**src/rtl/uart_pkg.sv**
```systemverilog
// Shared UART definitions: arbiter state encoding, byte width and a modular increment helper.
package uart_pkg;

    localparam int UART_BYTE_W = 8;

    typedef enum logic [1:0] {ARB_IDLE, ARB_LAUNCH, ARB_BUSY} uart_arb_state_t;

    // Explicit wrap so non-power-of-2 ring sizes stay in range.
    function automatic int wrap_inc(input int v, input int n);
        return (v + 1 >= n) ? 0 : v + 1;
    endfunction

endpackage

```
**src/rtl/uart_tx_arbiter_rr_pick.sv**
```systemverilog
// Combinational round-robin finder: first set request scanning ptr, ptr+1, .. modulo NUM_REQ.
module rr_pick #(
    parameter int NUM_REQ = 4,
    parameter int IDX_W   = $clog2(NUM_REQ)
) (
    input  logic [NUM_REQ-1:0] req,
    input  logic [IDX_W-1:0]   ptr,
    output logic               valid,
    output logic [IDX_W-1:0]   idx
);

    int cand;

    // Scan from the farthest offset down so the nearest hit is written last and wins.
    always_comb begin
        valid = 1'b0;
        idx   = '0;
        cand  = 0;
        for (int i = NUM_REQ - 1; i >= 0; i--) begin
            cand = (int'(ptr) + i) % NUM_REQ;
            if (req[IDX_W'(cand)]) begin
                valid = 1'b1;
                idx   = IDX_W'(cand);
            end
        end
    end

endmodule

```
**src/rtl/uart_tx_arbiter.sv**
```systemverilog
// Round-robin arbiter sharing one UART TX controller among NUM_REQ byte requesters, with watchdog.
// Optional macro UART_ARB_LOCK_EN adds i_Lock so an owner can keep the transmitter across frames.
module uart_tx_arbiter
    import uart_pkg::*;
#(
    parameter int NUM_REQ        = 4,
    parameter int TIMEOUT_CYCLES = 200000
) (
    input  logic                           clk,
    input  logic                           reset,
    input  logic [NUM_REQ-1:0]             i_Req,
    input  logic [NUM_REQ*UART_BYTE_W-1:0] i_Req_Byte,
`ifdef UART_ARB_LOCK_EN
    input  logic [NUM_REQ-1:0]             i_Lock,
`endif
    output logic [NUM_REQ-1:0]             o_Ack,
    output logic [NUM_REQ-1:0]             o_Done,
    output logic                           o_Timeout,
    output logic                           o_Busy,
    output logic                           o_Tx_Ready,
    output logic [UART_BYTE_W-1:0]         o_Tx_Byte,
    input  logic                           i_Tx_Active,
    input  logic                           i_Tx_Done,
    output logic [1:0]                     o_Dbg_State
);

    localparam int IDX_W = $clog2(NUM_REQ);
    localparam int WD_W  = $clog2(TIMEOUT_CYCLES);
    localparam logic [WD_W-1:0] WD_LAST = WD_W'(TIMEOUT_CYCLES - 1);

    uart_arb_state_t          state_q, state_d;
    logic [IDX_W-1:0]         owner_q, owner_d, ptr_q, ptr_d, next_ptr;
    logic [WD_W-1:0]          wd_q, wd_d;
    logic [UART_BYTE_W-1:0]   byte_d;
    logic [NUM_REQ-1:0]       ack_d, done_d;
    logic                     tmo_d, rdy_d;
    logic                     grant, end_done, end_tmo, pick_valid;
    logic [IDX_W-1:0]         grant_idx, pick_idx;
    logic                     relock_q, relock_d;

    rr_pick #(.NUM_REQ(NUM_REQ), .IDX_W(IDX_W)) u_pick (
        .req   (i_Req),
        .ptr   (ptr_q),
        .valid (pick_valid),
        .idx   (pick_idx)
    );

    assign next_ptr    = IDX_W'(wrap_inc(int'(owner_q), NUM_REQ));
    assign o_Busy      = (state_q != ARB_IDLE);
    assign o_Dbg_State = state_q;

    always_comb begin
        state_d   = state_q;
        owner_d   = owner_q;
        ptr_d     = ptr_q;
        wd_d      = wd_q;
        byte_d    = o_Tx_Byte;
        ack_d     = '0;
        done_d    = '0;
        tmo_d     = 1'b0;
        rdy_d     = o_Tx_Ready;
        relock_d  = relock_q;
        grant     = 1'b0;
        grant_idx = pick_idx;
        end_done  = 1'b0;
        end_tmo   = 1'b0;

        case (state_q)
            ARB_IDLE: begin
                wd_d     = '0;
                relock_d = 1'b0;
`ifdef UART_ARB_LOCK_EN
                if (relock_q && i_Req[owner_q]) begin
                    grant     = 1'b1;
                    grant_idx = owner_q;
                end else
`endif
                if (pick_valid) grant = 1'b1;
                if (grant) begin
                    owner_d          = grant_idx;
                    byte_d           = i_Req_Byte[int'(grant_idx)*UART_BYTE_W +: UART_BYTE_W];
                    ack_d[grant_idx] = 1'b1;
                    rdy_d            = 1'b1;
                    state_d          = ARB_LAUNCH;
                end
            end
            ARB_LAUNCH: begin
                if (wd_q != '1) wd_d = wd_q + 1'b1;
                // Done beats both the handshake and watchdog expiry.
                if (i_Tx_Active && i_Tx_Done) end_done = 1'b1;
                else if (wd_q == WD_LAST)     end_tmo  = 1'b1;
                else if (i_Tx_Active) begin
                    rdy_d   = 1'b0;
                    state_d = ARB_BUSY;
                end
            end
            ARB_BUSY: begin
                if (wd_q != '1) wd_d = wd_q + 1'b1;
                if (i_Tx_Done)            end_done = 1'b1;
                else if (wd_q == WD_LAST) end_tmo  = 1'b1;
            end
            default: state_d = ARB_IDLE;
        endcase

        if (end_done) begin
            done_d[owner_q] = 1'b1;
            rdy_d           = 1'b0;
            ptr_d           = next_ptr;
            state_d         = ARB_IDLE;
`ifdef UART_ARB_LOCK_EN
            if (i_Lock[owner_q] && i_Req[owner_q]) begin
                relock_d = 1'b1;
                ptr_d    = ptr_q;
            end
`endif
        end
        if (end_tmo) begin
            tmo_d   = 1'b1;
            rdy_d   = 1'b0;
            ptr_d   = next_ptr;
            state_d = ARB_IDLE;
        end
    end

    always_ff @(posedge clk) begin
        if (reset) begin
            state_q    <= ARB_IDLE;
            owner_q    <= '0;
            ptr_q      <= '0;
            wd_q       <= '0;
            relock_q   <= 1'b0;
            o_Ack      <= '0;
            o_Done     <= '0;
            o_Timeout  <= 1'b0;
            o_Tx_Ready <= 1'b0;
            o_Tx_Byte  <= '0;
        end else begin
            state_q    <= state_d;
            owner_q    <= owner_d;
            ptr_q      <= ptr_d;
            wd_q       <= wd_d;
            relock_q   <= relock_d;
            o_Ack      <= ack_d;
            o_Done     <= done_d;
            o_Timeout  <= tmo_d;
            o_Tx_Ready <= rdy_d;
            o_Tx_Byte  <= byte_d;
        end
    end

endmodule

```
**config.mk**
```make
export PLATFORM = sky130hd
export DESIGN_NAME = uart_tx_arbiter
export DESIGN_NICKNAME = d
export VERILOG_FILES = /design/src/rtl/uart_pkg.sv /design/src/rtl/uart_tx_arbiter_rr_pick.sv /design/src/rtl/uart_tx_arbiter.sv
export SDC_FILE = /design/constraint.sdc
export NUM_CORES = 1
export LEC_CHECK = 0
export CORE_UTILIZATION = 48
export DETAILED_ROUTE_END_ITERATION = 8
export GPL_ROUTABILITY_DRIVEN = 0
export PLACE_DENSITY = 0.79
export SLEW_MARGIN = 20
export SYNTH_ARGS = -nofsm -noshare
export SYNTH_HDL_FRONTEND = slang
export SYNTH_SLANG_ARGS = --single-unit
export TNS_END_PERCENT = 30
```
**constraint.sdc**
```tcl
create_clock -name clk -period 2.1 [get_ports clk]
set_input_delay 0.42 -clock clk [delete_from_list [all_inputs] [get_ports clk]]
set_output_delay 0.42 -clock clk [all_outputs]
set_load 0.01 [all_outputs]
```
* After elaboration in Yosys (flattened, before gate mapping)
Cells that the tools add are included.
Word-level totals: latch bits 0, word-level logic and storage cells 102, bits in writable memories 0, output and inout bits 21, bits in read-only memories 0, memories kept 0, register bits after elaboration 42
Operators by class: add/subtract/negate cells 5, shifts and indexed selects 1, eq/ne operators 9, $lt $le $gt $ge 9, multiplexer cells 49, bitwise logic cells 4, divide/modulo/power cells 0, multipliers 0, reduce and logical (&&, ||, !) cells 16
Operators by type and width (number):
- $pmux W18 S2 | 1
- $shiftx A32 B6 Y8 | 1
- $mux W1 | 26
- $mux W2 | 11
- $add A18 B1 Y18 const B | 1
- $eq A18 B18 Y1 const B | 1
- $mux W18 | 1
- $ne A18 B18 Y1 const B | 1
- $lt A2 B4 Y1 const B | 4
- $reduce_and A5 Y1 | 2
- $bmux W1 S2 | 4
- $ne A2 B2 Y1 const B | 4
- $reduce_bool A2 Y1 | 4
- $lt A2 B3 Y1 const B | 2
- $pmux W1 S2 | 3
- $pmux W2 S3 | 1
- $reduce_or A3 Y1 | 2
- $add A2 B2 Y2 const B | 2
- $demux W1 S2 | 2
- $ge A2 B1 Y1 const B | 2
- $not A1 Y1 | 4
- $reduce_and A2 Y1 | 2
- $reduce_or A2 Y1 | 2
- $add A2 B1 Y3 const B | 1
- other kinds (7) | 9

* Logic depth before layout (Yosys ltp)
Gate-level depths: netlist of run 1.
depth after elaboration 12, mapped depth 8

* Modules after synthesis
A second synthesis of run 1 with hierarchy kept.
Unflattened totals: cell total of the unflattened synthesis 252, area total of the unflattened synthesis 2218.4 um^2
Modules (own cells, without submodules):
- uart_tx_arbiter | times used 1, cells an instance 239, area each 2140.8 um^2
- rr_pick | times used 1, cells an instance 13, area each 77.6 um^2

* Least setup slack after synthesis of run 1
OpenSTA, ideal clock, no wires.
kind reg2reg, from register state_q[0], in the netlist o_Dbg_State[0], to register ptr_q[1], buffers on the path 1, clock period less this slack 1.948 ns, data required time 1.972 ns, path slack 0.152 ns, arrival 1.820 ns, stages on the path, launching flop included 8, cells stage by stage dfxtp_1 > inv_1 > ha_1 > clkbuf_1 > o21ai_0 > o31ai_2 > mux2i_1 > nor2_1
Between the ends: word-level cells in the longest chain between the ends 3
Ends and longest elaborated chain:
- from (decl) | line uart_tx_arbiter.sv:31 | uart_arb_state_t state_q, state_d;
- from (signal assigned) | line uart_tx_arbiter.sv:138 | state_q <= state_d;
- $eq A2 B2 Y1 or $eq A2 B1 Y1 (tied branches) | line uart_tx_arbiter.sv:68 | case (state_q)
- $pmux W1 S2 | line uart_tx_arbiter.sv:68
- $mux W2 or $reduce_bool A2 Y1 (tied branches)
- to (signal assigned) | line uart_tx_arbiter.sv:140 | ptr_q <= ptr_d;
- to (decl) | line uart_tx_arbiter.sv:32 | logic [IDX_W-1:0] owner_q, owner_d, ptr_q, ptr_d, next_ptr;
Parallel ways exist; a longest one is shown, timed or not. A chain may end at the register's enable or synchronous reset.

* Worst setup path in the final report of run 1
from register state_q[0], in the netlist o_Dbg_State[0], to output port o_Busy
Between the ends: word-level cells in the longest chain between the ends 1
Ends and longest elaborated chain:
- $reduce_bool A2 Y1 | line uart_tx_arbiter.sv:49 | assign o_Busy = (state_q != ARB_IDLE);
- to (decl) | line uart_tx_arbiter.sv:19 | output logic o_Busy,
No other way between the ends.

==> results.toml, run 1 <==
[worst_setup_path]
reg2reg_slack_ps = 90
reg2reg_from = "wd_q[0]"
crit_path_end = "o_Busy"
cp-end-kind = "output pin"
r2r_cells = 6
worstPathMaxFanout = 6
crit_arrival_ps = 1620
r2r-end = "wd_q[9]"
worstSetupStartpointType = "register"
required_ps = 1680
worstSetupStartpoint = "o_Dbg_State[0]"
critical_path_class = "reg2out"

[drt]
detail-route-antenna-nets = 0
first_iter_violations = 101
totalWireLength_um = 6320
drtPass1Iterations = 6
avgViaCountPerCell = 5.75
drc = 2
wl_per_cell_um = 15.8
dr_total_vias = 2300

[cts]
cts_setup_buffers = 0
clkTransAtPathRegs_ps = 80
numCtsBuffers = 5
cts_tree = "built"
cts_sinks = 42
worstSkewPairLatency_ps = 300
ctsLongestPathBuffers = 2
h-tree-depth = 2
ctsRootBufferMaster = "clkbuf_8"

[logic_synthesis]
synthCells = 260
synth_ff_type = "dfxtp_1"
seq_area_frac_synth_pct = 36.5
yosys.cell_types.count = 53
synth_edf_count = 0
postSynthRegisterBits = 42
synth_area_mm2 = 0.00230
postSynth.asyncResetShare_pct = 0
syn-num-nets = 309
syn_area_per_cell_um2 = 8.86
ys_warn_count = 0

[final_layout]
nets = 396
nFillCells = 347
layout_commonest_cell = "clkdlybuf4s50_1"
drive_gt1_share_pct = 15.8
diodes = 0
final_cell_mix = "clkdlybuf4s50_1, dfxtp_1, buf_4"
fin_cells = 400
syn_to_final_growth_pct = 42.6

[sta]
skew_ps = 8.40
fin_hold_ws_ps = 491
fmax_ghz = 0.491
drv_slew = 0
max-slew-margin-rel_pct = 72.6
setup_viol = 0
fin_crit_ps = 2040
hold_viol_final = 0
tightest_slew_ps = 410
post-route-period-util_pct = 97.0
rsz0062_at_grt = "true"

[outcome]
violations = "DRC"
status = "finished, violations left"

[min_path]
min_path_type = "reg2reg"

[floorplanning]
core-area_mm2 = 0.00447
rows = 24
initial_core_util_pct = 51.5
die_x_um = 71.3
chipHeight_um = 71.3
ios = 61
dieArea_mm2 = 0.00508

[power_and_ir_drop]
ir_worst_vdd_uv = 572
powerDensity_mw_per_mm2 = 937
leakagePower_nw = 1.27

[global_routing]
antenna_found_initial = 0
grt_pass1_vias = 2251
grt_use_total_pct = 26.1
grt_pass1_wl_um = 10400
gr-total-overflow = 0
grt_max_degree = 19

[placement]
place_inst = 392
port_buffers = 60
dpl.hpwl_um = 4940

[flow_run]
max_cap_violations = 0
## cell type report
class / instances / area (um^2) / share of cell area (%)
repair buffers: 92 / 853 / 26.0
clock buffers: 5 / 68.8 / 2.10
well taps: 52 / 65.1 / 1.98
inverters: 9 / 33.8 / 1.03
flip-flops and latches: 42 / 843 / 25.7
multi-input cells: 197 / 1400 / 42.6
clock inverters: 3 / 21.3 / 0.648
## per-layer routing
metal,wire length (um),track usage (%)
met4,90,6.89
met2,3270,47.9
met3,278,4.50
met5,0,0
met1,2680,31.4
## cells by family after synthesis
kind of cell	share of synthesized area, %
adders and majority gates	4.89
DFF	36.5
and+or+nand+nor	24.7
AOI/OAI and AO/OA	19.2
buffers and inverters	3.69
xor gates and xnor gates	2.28
muxes	8.69
## cell usage after synthesis (all sizes together), types with 3 or more instances
cell type	n	area share [%]
a21oi	12	2.6
a221oi	9	3.4
a311oi	3	1.1
a31oi	6	1.6
and2	6	1.6
and3	5	1.4
buf	4	0.92
clkbuf	8	1.3
dfxtp	42	37
ha	9	4.9
inv	9	1.5
mux2i	20	8.7
nand2	19	3.1
nand2b	6	1.6
nand3	11	2.4
nand4	4	1.7
nor2	19	3.1
nor3	6	1.3
nor3b	4	1.3
nor4	5	2.0
o211ai	4	1.3
o21ai	4	1.0
o21bai	8	2.6
o31ai	4	1.5
or3	6	1.7
xor2	5	1.9
## where the power goes
part           internal (mW)  total (mW)  switching (mW)
sequential             0.930        1.02          0.0870
clock                  0.234       0.521           0.287
combinational          0.727        1.54           0.813
total                   1.89        3.08            1.19
## critical path, cell delays in order, from the launching register on
cell and delay [ps]:
dfxtp_2 370, inv_1 70, ha_2 240, inv_1 100
clkdlybuf4s50_1 540
## timing repair
item	4_1_cts	5_1_grt
endpoints found under the setup margin	1	8
hold buffers	0	0
cloned	0	0
resized for setup	1	4
## through the flow
step | setup TNS (ps) | area (um^2) | total power [mW] | setup WS [ps] | util (%)
after floorplan | 0 | 2300 | 1.80 | 152 | -
after global placement | -59.9 | 3180 | 2.48 | -59.9 | 71.0
after detailed placement | -229 | 3180 | 2.52 | -139 | 71.0
after CTS | 0 | 3270 | 3.05 | 3.99 | 73.0
after global routing | -12.2 | 3280 | 3.28 | -12.2 | 73.4
final | 0 | 3280 | 3.08 | 62.4 | 73.4
## how the worst min path moves through the flow
stage                   start        endpoint  slack [ps]  depth (start not counted)
2_1_floorplan        wd_q[14]        wd_q[14]         480                          1
3_3_place_gp   o_Dbg_State[0]  o_Dbg_State[0]         490                          2
3_5_place_dp         ptr_q[0]        ptr_q[0]         510                          2
4_1_cts        o_Dbg_State[0]  o_Dbg_State[0]         520                          2
5_1_grt        o_Dbg_State[0]  o_Dbg_State[0]         520                          2
6_report       o_Dbg_State[0]  o_Dbg_State[0]         490                          2
## state kept, by name, summed over array words and instances, names as in the netlist
name,cells
o_Timeout,1
o_Tx_Byte,8
o_Tx_Ready,1
ptr_q,2
o_Dbg_State,2
o_Done,4
o_Ack,4
wd_q,18
owner_q,2
Note: power is estimated with default switching activity, not from simulation.
==> inputs of run 2 (changes only) <==
- CTS_BUF_LIST: default -> sky130_fd_sc_hd__clkbuf_16
==> run 2 against run 1 <==
Against the previous run: the run still ends with DRC left; largest power group unchanged; clock skew rose by 1.4 ps; die area did not move; critical endpoint unchanged; design area rose by 1.7%; clock power rose by 46%; worst setup slack got worse by 31 ps.
==> results.toml, run 2 (synthesized netlist as in run 1, its figures left out) <==
[outcome]
status = "finished, violations left"
violations = "DRC"

[worst_setup_path]
crit_top_cell = "inv_1"
cp-end-kind = "output pin"
crit_path_top_delay_cell = "clkdlybuf4s50_1"
crit_family = "buffers and inverters"
critical_path_class = "reg2out"
reg2reg_slack_ps = 100
worstPathMaxFanout = 6
worstSetupStartpointType = "register"
cp.buffers_inverters = 3
crit_arrival_ps = 1650
required_ps = 1680
cpPeakStageDelay_ps = 540
worstPathCellList = "inv_1 > ha_2 > inv_1 > clkdlybuf4s50_1"

[floorplanning]
rows = 24
initial_core_util_pct = 51.5
ios = 61
dieArea_mm2 = 0.00508
core-area_mm2 = 0.00447
die_x_um = 71.3
chipHeight_um = 71.3

[drt]
drtPass1Iterations = 7
dr_total_vias = 2319
drc = 2
first_iter_violations = 125
avgViaCountPerCell = 5.80
detail-route-antenna-nets = 0
wl_per_cell_um = 16.2
totalWireLength_um = 6480

[cts]
cts_sinks = 42
cts_setup_buffers = 0
numCtsBuffers = 5
clkTransAtPathRegs_ps = 70
h-tree-depth = 2
cts_tree = "built"
ctsLongestPathBuffers = 2
holdBufCountCts = 0
ctsRootBufferMaster = "clkbuf_16"
worstSkewPairLatency_ps = 290

[final_layout]
nets = 396
drive_gt1_share_pct = 15.5
diodes = 0
layout_commonest_cell = "clkdlybuf4s50_1"
largest_reg_flops = 18
syn_to_final_growth_pct = 45.0
fin_cells = 400
final_cell_mix = "clkdlybuf4s50_1, dfxtp_1, buf_4"
top_regs = "wd_q: 18 flops, o_Tx_Byte: 8 flops"
max_flop_register = "wd_q"

[sta]
skew_ps = 9.81
max-slew-margin-rel_pct = 72.0
drv_slew = 0
post-route-period-util_pct = 98.5
setup_viol = 0
fmax_ghz = 0.483
fin_crit_ps = 2070
tightest_slew_ps = 420
rsz0062_at_grt = "true"
hold_viol_final = 0

[placement]
place_inst = 392
dpl.hpwl_um = 4940
port_buffers = 60

[power_and_ir_drop]
ir_worst_vdd_uv = 740
leakagePower_nw = 1.29
powerDensity_mw_per_mm2 = 994
finalPower_mw = 3.32

[global_routing]
antenna_found_initial = 0
grt_pass1_wl_um = 10700
grt_pass1_vias = 2287
grt_use_total_pct = 26.8
gr-total-overflow = 0
grt_max_degree = 19

[flow_run]
max_cap_violations = 0

[min_path]
min_path_type = "reg2reg"
[run 2: cell types whose count changed in the layout (fill, tap and decap cells not counted)]
cell,before,now
clkbuf_16,0,5
clkbuf_8,5,0
dfxtp_1,40,41
dfxtp_2,2,1
[run 2: what timing repair did]
action	4_1_cts	5_1_grt
setup endpoints to repair	1	8
pin swaps	0	0
gates resized for setup	1	3
[run 2: layout make-up]
| type | instances | area (um^2) |
|---|---|---|
| clock buffers | 5 | 125 |
| well taps | 52 | 65.1 |
| repair buffers | 92 | 853 |
| inverters | 9 | 33.8 |
| multi-input cells | 197 | 1400 |
| fillers | 336 | 1130 |
| flip-flops and latches | 42 | 842 |
| clock inverters | 3 | 21.3 |
[run 2: per-layer routing]
| metal | track usage, % | routed length (um) |
|---|---|---|
| met5 | 0 | 0 |
| met2 | 49.1 | 3360 |
| met4 | 7.33 | 76 |
| met3 | 4.64 | 284 |
| met1 | 32.2 | 2760 |
[run 2: worst paths after layout]
kind              depth (start not counted)            from        endpoint
setup / recovery                          4  o_Dbg_State[1]          o_Busy
hold / removal                            2  o_Dbg_State[0]  o_Dbg_State[0]
setup reg to reg                          6         wd_q[0]         wd_q[9]
hold reg to reg                           2  o_Dbg_State[0]  o_Dbg_State[0]
[run 2: power breakdown]
part | switching, mW | leakage, nW | internal, mW
Clock | 0.320 | 0.0698 | 0.440
Combinational | 0.817 | 0.878 | 0.728
Sequential | 0.0850 | 0.342 | 0.929
Total | 1.22 | 1.29 | 2.10
[run 2: per-stage QoR]
| stage | instance area [um^2] | util (%) | hold slack (ps) | setup TNS [ps] | setup WS [ps] |
|---|---|---|---|---|---|
| global placement | 3180 | 71.0 | 492 | -59.9 | -59.9 |
| detailed placement | 3180 | 71.0 | 507 | -229 | -139 |
| CTS | 3320 | 74.3 | 516 | 0 | 28.1 |
| finish | 3340 | 74.6 | 491 | 0 | 30.9 |
| floorplan | 2300 | - | 479 | 0 | 152 |
| global route | 3340 | 74.6 | 513 | -29.6 | -29.6 |
[run 2: tightest hold or removal path, cell delays in order, from the launching register on]
cell	delay, ps
dfxtp_2	340
nand2_1	60
a211oi_1	60
